[src/rtl/exp5_unidade_controle.sv]
// exp5_unidade_controle: Moore control FSM for a memory-play round; optional timeout via EXP5_TIMEOUT_EN
module exp5_unidade_controle #(
  parameter int TIMEOUT_CICLOS = 5000
) (
  input  logic       clock,
  input  logic       reset,
  input  logic       iniciar,
  input  logic       jogada_feita,
  input  logic       igual,
  input  logic       fimC,
  output logic       zeraC,
  output logic       contaC,
  output logic       zeraR,
  output logic       registraR,
  output logic       pronto,
  output logic       acertou,
  output logic       errou,
  output logic       timeout,
  output logic [3:0] db_estado
);
  typedef enum logic [3:0] {
    INICIAL       = 4'h0,
    PREPARACAO    = 4'h1,
    ESPERA_JOGADA = 4'h2,
    REGISTRA      = 4'h4,
    COMPARACAO    = 4'h5,
    PROXIMO       = 4'h6,
    FIM_ACERTO    = 4'hA,
    FIM_TIMEOUT   = 4'hD,
    FIM_ERRO      = 4'hE
  } t_estado;
  t_estado r_estado, w_proximo;
  logic    w_expirou;
`ifdef EXP5_TIMEOUT_EN
  logic [15:0] r_cnt;
  // counts cycles spent waiting for a play; cleared whenever the FSM is elsewhere
  always_ff @(posedge clock or negedge reset)
    if (!reset) r_cnt <= '0;
    else r_cnt <= (r_estado == ESPERA_JOGADA) ? r_cnt + 16'd1 : 16'd0;
  assign w_expirou = (r_cnt == 16'(TIMEOUT_CICLOS - 1));
  assign timeout   = (r_estado == FIM_TIMEOUT);
`else
  assign w_expirou = 1'b0;
  assign timeout   = 1'b0;
`endif
  // state register; reset aborts any round in progress
  always_ff @(posedge clock or negedge reset)
    if (!reset) r_estado <= INICIAL;
    else r_estado <= w_proximo;
  // next-state logic; a play arriving on the expiry cycle takes priority over timeout
  always_comb begin
    w_proximo = INICIAL;
    case (r_estado)
      INICIAL:       w_proximo = iniciar ? PREPARACAO : INICIAL;
      PREPARACAO:    w_proximo = ESPERA_JOGADA;
      ESPERA_JOGADA: w_proximo = jogada_feita ? REGISTRA : w_expirou ? FIM_TIMEOUT : ESPERA_JOGADA;
      REGISTRA:      w_proximo = COMPARACAO;
      COMPARACAO:    w_proximo = !igual ? FIM_ERRO : fimC ? FIM_ACERTO : PROXIMO;
      PROXIMO:       w_proximo = ESPERA_JOGADA;
      FIM_ACERTO,
      FIM_TIMEOUT,
      FIM_ERRO:      w_proximo = iniciar ? PREPARACAO : r_estado;
      default:       w_proximo = INICIAL;
    endcase
  end
  assign zeraC     = (r_estado == PREPARACAO);
  assign zeraR     = (r_estado == PREPARACAO);
  assign registraR = (r_estado == REGISTRA);
  assign contaC    = (r_estado == PROXIMO);
  assign acertou   = (r_estado == FIM_ACERTO);
  assign errou     = (r_estado == FIM_ERRO);
  assign pronto    = (r_estado == FIM_ACERTO) || (r_estado == FIM_ERRO) || (r_estado == FIM_TIMEOUT);
  assign db_estado = r_estado;
endmodule

[config.mk]
export PLATFORM = sky130hd
export DESIGN_NAME = exp5_unidade_controle
export DESIGN_NICKNAME = d
export VERILOG_FILES = /design/src/rtl/exp5_unidade_controle.sv
export SDC_FILE = /design/constraint.sdc
export NUM_CORES = 1
export LEC_CHECK = 0
export ABC_AREA = 1
export CORE_AREA = 3 3 40 42
export DETAILED_ROUTE_END_ITERATION = 8
export DIE_AREA = 0 0 43 45
export GPL_TIMING_DRIVEN = 0
export SYNTH_ARGS = -nofsm -noshare
export SYNTH_HDL_FRONTEND = slang
export SYNTH_SLANG_ARGS = --single-unit
[constraint.sdc]
create_clock -name clock -period 2.1 [get_ports clock]
set_input_delay 0.63 -clock clock [delete_from_list [all_inputs] [get_ports clock]]
set_output_delay 0.63 -clock clock [all_outputs]
set_load 0.02 [all_outputs]
== Word-level counts from Yosys, hierarchy flattened ==
Cells that the tools add are included.

* Word-level logic and storage cells: 21
* Register bits after elaboration: 4
* Input bits: 6

* Reduce and logical (&&, ||, !) cells: 5
* Eq/ne operators: 9
* Muxes and demuxes: 6

{| class="wikitable"
|+ Operators with widths
! cell !! number
|-
| $pmux 4 s6 || 1
|-
| $eq 4x3->1 const B || 3
|-
| $eq 4x4->1 const B || 3
|-
| $mux 4 || 3
|-
| $eq 4x1->1 const B || 1
|-
| $eq 4x2->1 const B || 1
|-
| $logic_not 4->1 || 1
|-
| $mux 3 || 1
|-
| $reduce_or 3->1 || 1
|-
| $logic_or 1x1->1 || 2
|-
| $ne 2x2->1 const B || 1
|-
| $reduce_or 2->1 || 1
|-
| $mux 1 || 1
|}

== Longest topological paths before layout ==
Gate-level depths: netlist of the first run.

* Depth after elaboration: 3
* Mapped depth: 7
* Mapped depth without buffers: 7

== Worst setup path after synthesis of the first run ==
OpenSTA, ideal clock, no wires.

* Path kind: flip-flop to output port
* Start point: register r_estado[0], in the netlist db_estado[0]
* End point: output port zeraR
* Path slack: -136 ps
* Path buffers: 1
* Arrival time: 1606 ps
* Stages on the path, launching flop included: 4
* Cell sequence: dfrtp_1 inv_1 nor4_1 buf_4

* Word-level cells in the longest chain between the ends: 1

{| class="wikitable"
|+ RTL lines
! what !! RTL line !! RTL
|-
| from (decl) || 32 || <nowiki>t_estado r_estado, w_proximo;</nowiki>
|-
| from (signal assigned) || 49 || <nowiki>else r_estado <= w_proximo;</nowiki>
|-
| $eq 4x1->1 || - ||
|-
| to (decl) || 13 || <nowiki>output logic zeraR,</nowiki>
|}

No other way between the ends.

== Worst setup path after layout of the first run ==
* Start point: register r_estado[0], in the netlist db_estado[0]
* End point: output port acertou

* Word-level cells in the longest chain between the ends: 1

{| class="wikitable"
|+ RTL lines
! what !! RTL line !! RTL
|-
| $eq 4x4->1 || 70 || <nowiki>assign acertou = (r_estado == FIM_ACERTO);</nowiki>
|-
| to (decl) || 16 || <nowiki>output logic acertou,</nowiki>
|}

No other way between the ends.

==> flow_results.xml, run 1 <==
<?xml version="1.0" encoding="UTF-8"?>
<metrics>
  <group name="yosys">
    <metric name="postSynthRegisterBits" unit="">4</metric>
    <metric name="post_synth_fa_ha_maj_area_fraction" unit="">0</metric>
    <metric name="synth_cells" unit="">49</metric>
    <metric name="synth.yosys.seq_area_share" unit="">0.321</metric>
    <metric name="synth.yosys.warnings" unit="">0</metric>
    <metric name="synth_xor_xnor_area_share" unit="">0</metric>
    <metric name="avgSynthCellArea" unit="um2">6.36</metric>
    <metric name="main_combinational_cell_family_by_area_after_synthesis" unit="">simple AND/OR/NAND/NOR gates</metric>
    <metric name="top_area_cell_type_share_of_the_netlist_area" unit="">0.321</metric>
    <metric name="post_synth_instance_area" unit="um2">312</metric>
    <metric name="post_synth_main_area_contributors" unit="">sky130_fd_sc_hd__dfrtp_1, sky130_fd_sc_hd__nand2_1, sky130_fd_sc_hd__inv_1</metric>
    <metric name="top_cell_type_by_total_area_after_synthesis" unit="">sky130_fd_sc_hd__dfrtp_1</metric>
    <metric name="synth.net_count" unit="">55</metric>
    <metric name="post_synth_simple_gate_area" unit="">0.406</metric>
    <metric name="area_fraction_in_compound_gates_after_synthesis" unit="">0.116</metric>
    <metric name="synthMuxAreaShare" unit="">0</metric>
    <metric name="synth.lib_cells_used.distinct" unit="">18</metric>
  </group>
  <group name="timing">
    <metric name="final_report_max_slew_violation_count" unit="">0</metric>
    <metric name="hold_viol" unit="">0</metric>
    <metric name="timing.setup.tns" unit="ns">0</metric>
    <metric name="timing.fmax" unit="GHz">0.488</metric>
    <metric name="setup_ws" unit="ns">0.0511</metric>
    <metric name="timing.clock.skew" unit="ns">0.00376</metric>
    <metric name="rsz0062_at_grt" unit="">no</metric>
    <metric name="timing.final.crit_share" unit="">0.976</metric>
    <metric name="timing.final.crit_period" unit="ns">2.05</metric>
    <metric name="timing.final.setup_violations" unit="">0</metric>
  </group>
  <group name="placement">
    <metric name="dpl_worst_slack" unit="ns">-0.0814</metric>
    <metric name="place_congestion" unit="">0.677</metric>
    <metric name="dp.cells" unit="">80</metric>
    <metric name="place.port_buffers" unit="">16</metric>
    <metric name="hpwlAfterDp" unit="um">676</metric>
  </group>
  <group name="die">
    <metric name="effective_utilization_at_floorplan" unit="">0.242</metric>
    <metric name="row_count" unit="">13</metric>
    <metric name="die_h" unit="um">45</metric>
    <metric name="floorplan.die_area" unit="um2">1940</metric>
    <metric name="chip_width" unit="um">43</metric>
    <metric name="core_area" unit="um2">1280</metric>
    <metric name="io_pins" unit="">18</metric>
  </group>
  <group name="global_routing">
    <metric name="vias_in_the_first_global_route" unit="">310</metric>
    <metric name="pin_count_of_the_biggest_net_entering_global_routing" unit="">9</metric>
    <metric name="grt_use_total" unit="">0.0986</metric>
    <metric name="antenna_violations_before_repair" unit="">0</metric>
    <metric name="grt_overflow_total" unit="">0</metric>
    <metric name="grt_first_pass_wirelength" unit="um">1350</metric>
  </group>
  <group name="clock_tree">
    <metric name="clk_root_buffer_cell" unit="">sky130_fd_sc_hd__clkbuf_4</metric>
    <metric name="cts.htree.levels" unit="">1</metric>
    <metric name="clock_latency" unit="ns">0.23</metric>
    <metric name="cts-hold-fix-buffers" unit="">0</metric>
    <metric name="cts_buffers" unit="">3</metric>
    <metric name="cts.path.max_buffers" unit="">2</metric>
    <metric name="clk_pin_slew" unit="ns">0.03</metric>
    <metric name="numClockSinks" unit="">4</metric>
    <metric name="cts_setup_buffers" unit="">0</metric>
    <metric name="cts_tree" unit="">built</metric>
  </group>
  <group name="finish">
    <metric name="fill_cells" unit="">146</metric>
    <metric name="layout.cells.non_filler" unit="">83</metric>
    <metric name="multiInputGateArea" unit="um2">173</metric>
    <metric name="final_antenna_diode_count" unit="">0</metric>
    <metric name="regArea" unit="um2">101</metric>
    <metric name="area.growth.synth_to_final" unit="%">60.6</metric>
    <metric name="post_route_cells_drive_above_1_share" unit="">0.250</metric>
    <metric name="number_of_nets_in_the_layout" unit="">76</metric>
    <metric name="largest_register_ffs" unit="">4</metric>
  </group>
  <group name="worst_setup_path">
    <metric name="cp.required" unit="ns">1.47</metric>
    <metric name="critical_path_class" unit="">reg2out</metric>
    <metric name="worstSetupStartpointType" unit="">flop</metric>
    <metric name="critical_path_peak_fanout" unit="">5</metric>
    <metric name="regToRegEndpoint" unit="">db_estado[0]$_DFFE_PN0P_</metric>
    <metric name="worst_r2r_path_depth" unit="">6</metric>
    <metric name="critical_path.reg2reg.startpoint" unit="">db_estado[0]$_DFFE_PN0P_</metric>
    <metric name="timing.critical_path.to_type" unit="">output pin</metric>
    <metric name="timing.critical_path.arrival" unit="ns">1.42</metric>
    <metric name="r2r_slack" unit="ns">0.89</metric>
  </group>
  <group name="job">
    <metric name="drv_cap" unit="">0</metric>
  </group>
  <group name="drt">
    <metric name="drt-total-wl" unit="um">830</metric>
    <metric name="iteration_0_drc_count_of_the_detailed_router" unit="">10</metric>
    <metric name="drt.antenna.violating_nets" unit="">0</metric>
    <metric name="drt-pass1-iter-count" unit="">4</metric>
    <metric name="routed-via-count" unit="">360</metric>
    <metric name="post-route-drc-count" unit="">0</metric>
    <metric name="ratio_of_routed_vias_to_standard_cells" unit="">4.34</metric>
    <metric name="wl_per_cell" unit="um">10.0</metric>
  </group>
  <group name="worst_hold_path">
    <metric name="min_path_type" unit="">reg2reg</metric>
    <metric name="holdCritStartpoint" unit="">db_estado[0]$_DFFE_PN0P_</metric>
    <metric name="holdPathEnd" unit="">db_estado[0]$_DFFE_PN0P_</metric>
    <metric name="min_delay_path_depth" unit="">2</metric>
  </group>
  <group name="pwr">
    <metric name="leakage_power_total" unit="nW">0.256</metric>
    <metric name="power.density" unit="nW/um2">1160</metric>
    <metric name="design_power_total" unit="mW">0.583</metric>
    <metric name="power.ir.vdd_worst" unit="V">0.000545</metric>
  </group>
  <group name="run_status">
    <metric name="run_status" unit="">completed</metric>
  </group>
</metrics>
-- cells by family (layout without fill, tap and decap cells) --
group	Yosys count	after routing
AOI/OAI and AO/OA	6	6
other	1	1
and+or+nand+nor	28	28
buffers and inverters	10	29
DFF	4	4
-- layout make-up --
type | count | share of cell area
Clock buffer | 3 | 0.0450
Timing Repair Buffer | 16 | 0.280
Buffer | 2 | 0.0300
Multi-Input combinational cell | 35 | 0.345
Inverter | 8 | 0.0600
Sequential cell | 4 | 0.202
Tap cell | 15 | 0.0375
-- critical path: stages (launching register included) --
cell                            delay [ns]
sky130_fd_sc_hd__dfrtp_1              0.42
sky130_fd_sc_hd__inv_1                0.17
sky130_fd_sc_hd__nand2_2              0.12
sky130_fd_sc_hd__nor3_1               0.14
sky130_fd_sc_hd__dlygate4sd1_1        0.34
-- synth_stat cells --
master / n
sky130_fd_sc_hd__o211ai_1: 1
sky130_fd_sc_hd__nand4_1: 1
sky130_fd_sc_hd__a21oi_2: 1
sky130_fd_sc_hd__nand3_1: 4
sky130_fd_sc_hd__o21ai_1: 1
sky130_fd_sc_hd__conb_1: 1
sky130_fd_sc_hd__nand2_2: 3
sky130_fd_sc_hd__inv_2: 1
sky130_fd_sc_hd__nor2_1: 7
sky130_fd_sc_hd__inv_1: 7
sky130_fd_sc_hd__nor3_1: 1
sky130_fd_sc_hd__nor4_1: 1
sky130_fd_sc_hd__o21ai_0: 1
sky130_fd_sc_hd__buf_4: 2
sky130_fd_sc_hd__a21oi_1: 2
sky130_fd_sc_hd__nor2_2: 1
sky130_fd_sc_hd__dfrtp_1: 4
sky130_fd_sc_hd__nand2_1: 10
-- through the flow --
step	util	hold WS [ns]	cell area, um2
2_1_floorplan	-	0.334	318
3_3_place_gp	0.387	0.578	497
3_5_place_dp	0.387	0.576	497
4_1_cts	0.396	0.581	509
5_1_grt	0.389	0.596	500
6_report	0.389	0.590	500
-- cells in the final DEF, fill, tap and decap left out, types with 2 or more instances in the layout --
cell,count
sky130_fd_sc_hd__buf_4,3
sky130_fd_sc_hd__nor2_1,7
sky130_fd_sc_hd__clkbuf_2,3
sky130_fd_sc_hd__inv_1,7
sky130_fd_sc_hd__dfrtp_1,3
sky130_fd_sc_hd__a21oi_1,2
sky130_fd_sc_hd__nand2_2,3
sky130_fd_sc_hd__nand2_1,10
sky130_fd_sc_hd__nand3_1,4
sky130_fd_sc_hd__clkbuf_4,3
sky130_fd_sc_hd__clkdlybuf4s50_1,9
-- how the worst max path moves through the flow --
stage | startpoint | to | slack, ns | depth (start not counted)
floorplan | db_estado[2]$_DFFE_PN0P_ | zeraR | 0.13 | 2
global placement | db_estado[2]$_DFFE_PN0P_ | zeraR | -0.09 | 3
detailed placement | db_estado[2]$_DFFE_PN0P_ | zeraR | -0.08 | 3
CTS | db_estado[0]$_DFFE_PN0P_ | pronto | 0.02 | 4
global route | db_estado[0]$_DFFE_PN0P_ | acertou | 0.002 | 4
finish | db_estado[0]$_DFFE_PN0P_ | acertou | 0.05 | 4
-- where the power goes --
group / internal [mW] / switching, mW / total [mW] / leakage [nW]
registers: 0.104 / 0.0524 / 0.157 / 0.0508
clock network: 0.0636 / 0.0280 / 0.0916 / 0.0138
logic: 0.140 / 0.195 / 0.335 / 0.191
total: 0.307 / 0.275 / 0.583 / 0.256
-- timing repair --
item                       CTS  global route
gates resized for setup      8            11
setup endpoints to repair    7             5
pin swaps                    0             0
-- layer usage --
metal | global-route usage | vias to the layer above | wire length, um | part of all wire
met5 | 0 | - | 0 | 0
met4 | 0.0542 | 0 | 6 | 0.0072
met3 | 0.0558 | 2 | 86 | 0.10
met2 | 0.135 | 15 | 354 | 0.43
met1 | 0.122 | 151 | 382 | 0.46
li1 | - | 192 | - | -
No activity file was read; power rests on OpenSTA's default activity.
==> run 2, diff against run 1 <==
--- a/config.mk
+++ b/config.mk
@@ -10,6 +10,8 @@
 export DETAILED_ROUTE_END_ITERATION = 8
 export DIE_AREA = 0 0 43 45
 export GPL_TIMING_DRIVEN = 0
+export SETUP_SLACK_MARGIN = 0.4
 export SYNTH_ARGS = -nofsm -noshare
 export SYNTH_HDL_FRONTEND = slang
 export SYNTH_SLANG_ARGS = --single-unit
+export TNS_END_PERCENT = 20
==> flow_results.xml, run 2 (same netlist as run 1, synthesis figures left out) <==
<?xml version="1.0" encoding="UTF-8"?>
<metrics>
  <group name="global_routing">
    <metric name="vias_in_the_first_global_route" unit="">373</metric>
    <metric name="grt_overflow_total" unit="">0</metric>
    <metric name="grt_first_pass_wirelength" unit="um">1390</metric>
    <metric name="grt_use_total" unit="">0.0987</metric>
    <metric name="antenna_violations_before_repair" unit="">0</metric>
    <metric name="pin_count_of_the_biggest_net_entering_global_routing" unit="">9</metric>
  </group>
  <group name="worst_setup_path">
    <metric name="regToRegEndpoint" unit="">db_estado[2]$_DFFE_PN0P_</metric>
    <metric name="timing.critical_path.arrival" unit="ns">1.30</metric>
    <metric name="cp.required" unit="ns">1.47</metric>
    <metric name="critical_path_class" unit="">reg2out</metric>
    <metric name="crit_path_cell_trace" unit="">clkdlybuf4s50_1</metric>
    <metric name="cp.buffers_inverters" unit="">1</metric>
    <metric name="slowest_stage" unit="">sky130_fd_sc_hd__clkdlybuf4s50_1</metric>
    <metric name="r2r_slack" unit="ns">0.95</metric>
    <metric name="critical_path_peak_fanout" unit="">6</metric>
    <metric name="worst_r2r_path_depth" unit="">6</metric>
    <metric name="cpLargestDelayFamily" unit="">buffers and inverters</metric>
    <metric name="timing.critical_path.to_type" unit="">output pin</metric>
    <metric name="critical_path.reg2reg.startpoint" unit="">db_estado[3]$_DFFE_PN0P_</metric>
    <metric name="worstSetupStartpointType" unit="">flop</metric>
    <metric name="timing.critical_path.slowest_cell_delay" unit="ns">0.63</metric>
  </group>
  <group name="timing">
    <metric name="timing.final.setup_violations" unit="">0</metric>
    <metric name="timing.final.crit_share" unit="">0.918</metric>
    <metric name="rsz0062_at_grt" unit="">yes</metric>
    <metric name="timing.fmax" unit="GHz">0.519</metric>
    <metric name="hold_viol" unit="">0</metric>
    <metric name="timing.final.crit_period" unit="ns">1.93</metric>
    <metric name="timing.clock.skew" unit="ns">0.00116</metric>
    <metric name="timing.setup.tns" unit="ns">0</metric>
    <metric name="finalHoldWorstSlack" unit="ns">0.567</metric>
    <metric name="final_report_max_slew_violation_count" unit="">0</metric>
    <metric name="setup_ws" unit="ns">0.173</metric>
  </group>
  <group name="pwr">
    <metric name="clkPwrFrac" unit="">0.148</metric>
    <metric name="power.share.switching" unit="">0.467</metric>
    <metric name="leakage_power_total" unit="nW">0.274</metric>
    <metric name="power.density" unit="nW/um2">1160</metric>
    <metric name="power.ir.vdd_worst" unit="V">0.000538</metric>
    <metric name="power_report.internal_total" unit="mW">0.334</metric>
    <metric name="net_switching" unit="mW">0.293</metric>
    <metric name="pwr-share-seq" unit="">0.271</metric>
    <metric name="combPwrFrac" unit="">0.582</metric>
    <metric name="design_power_total" unit="mW">0.627</metric>
  </group>
  <group name="finish">
    <metric name="area.growth.synth_to_final" unit="%">73.5</metric>
    <metric name="layout.cells.non_filler" unit="">85</metric>
    <metric name="number_of_nets_in_the_layout" unit="">78</metric>
    <metric name="final_core_utilization" unit="">0.421</metric>
    <metric name="commonest_non_fill_non_tap_cells_in_the_layout" unit="">sky130_fd_sc_hd__nand2_1, sky130_fd_sc_hd__clkdlybuf4s50_1, sky130_fd_sc_hd__nor2_1, sky130_fd_sc_hd__inv_1, sky130_fd_sc_hd__buf_4</metric>
    <metric name="post_route_cells_drive_above_1_share" unit="">0.386</metric>
    <metric name="largest_register_ffs" unit="">4</metric>
    <metric name="stdcell_area" unit="um2">541</metric>
    <metric name="mostFrequentLayoutCell" unit="">sky130_fd_sc_hd__nand2_1</metric>
    <metric name="final_antenna_diode_count" unit="">0</metric>
  </group>
  <group name="die">
    <metric name="io_pins" unit="">18</metric>
    <metric name="core_area" unit="um2">1280</metric>
    <metric name="effective_utilization_at_floorplan" unit="">0.242</metric>
    <metric name="die_h" unit="um">45</metric>
    <metric name="row_count" unit="">13</metric>
    <metric name="floorplan.die_area" unit="um2">1940</metric>
    <metric name="chip_width" unit="um">43</metric>
  </group>
  <group name="placement">
    <metric name="place_congestion" unit="">0.720</metric>
    <metric name="hpwlAfterDp" unit="um">678</metric>
    <metric name="postPlaceCellArea" unit="um2">515</metric>
    <metric name="place.port_buffers" unit="">16</metric>
    <metric name="dp.cells" unit="">80</metric>
    <metric name="dpl_worst_slack" unit="ns">-0.0170</metric>
  </group>
  <group name="clock_tree">
    <metric name="numClockSinks" unit="">4</metric>
    <metric name="cts_buffers" unit="">3</metric>
    <metric name="clk_root_buffer_cell" unit="">sky130_fd_sc_hd__clkbuf_4</metric>
    <metric name="cts-hold-fix-buffers" unit="">0</metric>
    <metric name="cts.path.max_buffers" unit="">2</metric>
    <metric name="clk_pin_slew" unit="ns">0.04</metric>
    <metric name="clock_latency" unit="ns">0.23</metric>
    <metric name="cts.htree.levels" unit="">1</metric>
    <metric name="cts_tree" unit="">built</metric>
  </group>
  <group name="worst_hold_path">
    <metric name="holdPathEnd" unit="">db_estado[0]$_DFFE_PN0P_</metric>
    <metric name="holdCritStartpoint" unit="">db_estado[0]$_DFFE_PN0P_</metric>
    <metric name="min_delay_path_depth" unit="">2</metric>
    <metric name="min_path_type" unit="">reg2reg</metric>
  </group>
  <group name="drt">
    <metric name="drt-pass1-iter-count" unit="">4</metric>
    <metric name="met3_wl" unit="um">64</metric>
    <metric name="ratio_of_routed_vias_to_standard_cells" unit="">4.34</metric>
    <metric name="wl_per_cell" unit="um">10.0</metric>
    <metric name="wl_met1" unit="um">358</metric>
    <metric name="wl_met2" unit="um">428</metric>
    <metric name="drt-total-wl" unit="um">851</metric>
    <metric name="max_layer_used" unit="">met3</metric>
    <metric name="post-route-drc-count" unit="">0</metric>
    <metric name="iteration_0_drc_count_of_the_detailed_router" unit="">2</metric>
    <metric name="routed-via-count" unit="">369</metric>
    <metric name="drt.antenna.violating_nets" unit="">0</metric>
  </group>
  <group name="run_status">
    <metric name="run_status" unit="">completed</metric>
  </group>
  <group name="job">
    <metric name="drv_cap" unit="">0</metric>
  </group>
</metrics>
## run 2: area by class of cell
| type | instances | area, um2 |
|---|---|---|
| multi-input cells | 35 | 189 |
| inverters | 8 | 32.5 |
| flip-flops and latches | 4 | 105 |
| fillers | 134 | 744 |
| plain buffers | 2 | 15.0 |
| well taps | 15 | 18.8 |
| clock buffers | 3 | 22.5 |
| repair buffers | 18 | 158 |
## run 2: power groups by stage
stage	Clock [mW]	Sequential, mW	Combinational, mW
global placement	0	0.171	0.369
finish	0.0928	0.170	0.365
CTS	0.0998	0.171	0.356
floorplan	0	0.190	0.201
global route	0.105	0.175	0.406
detailed placement	0	0.169	0.369
## run 2: how the worst max path moves through the flow
stage / slack (ns) / from / cells past startpoint / to
3_5_place_dp: -0.02 / db_estado[2]$_DFFE_PN0P_ / 3 / pronto
3_3_place_gp: -0.02 / db_estado[0]$_DFFE_PN0P_ / 4 / zeraR
6_report: 0.17 / db_estado[3]$_DFFE_PN0P_ / 1 / db_estado[3]
4_1_cts: 0.13 / db_estado[0]$_DFFE_PN0P_ / 4 / acertou
5_1_grt: 0.12 / db_estado[0]$_DFFE_PN0P_ / 4 / errou
2_1_floorplan: 0.31 / db_estado[0]$_DFFE_PN0P_ / 3 / zeraR
## run 2: routing by layer
layer / vias up / track usage
met1: 160 / 0.105
li1: 197 / -
met2: 12 / 0.165
met3: 0 / 0.0199
met5: - / 0
met4: 0 / 0.0904
## run 2: repair_timing
action | CTS | global route
endpoints found under the setup margin | 11 | 11
endpoints found under the hold margin | 0 | 0
cloned | 0 | 0
buffers inserted | 0 | 2
resized for setup | 21 | 10
pin swaps | 0 | 0
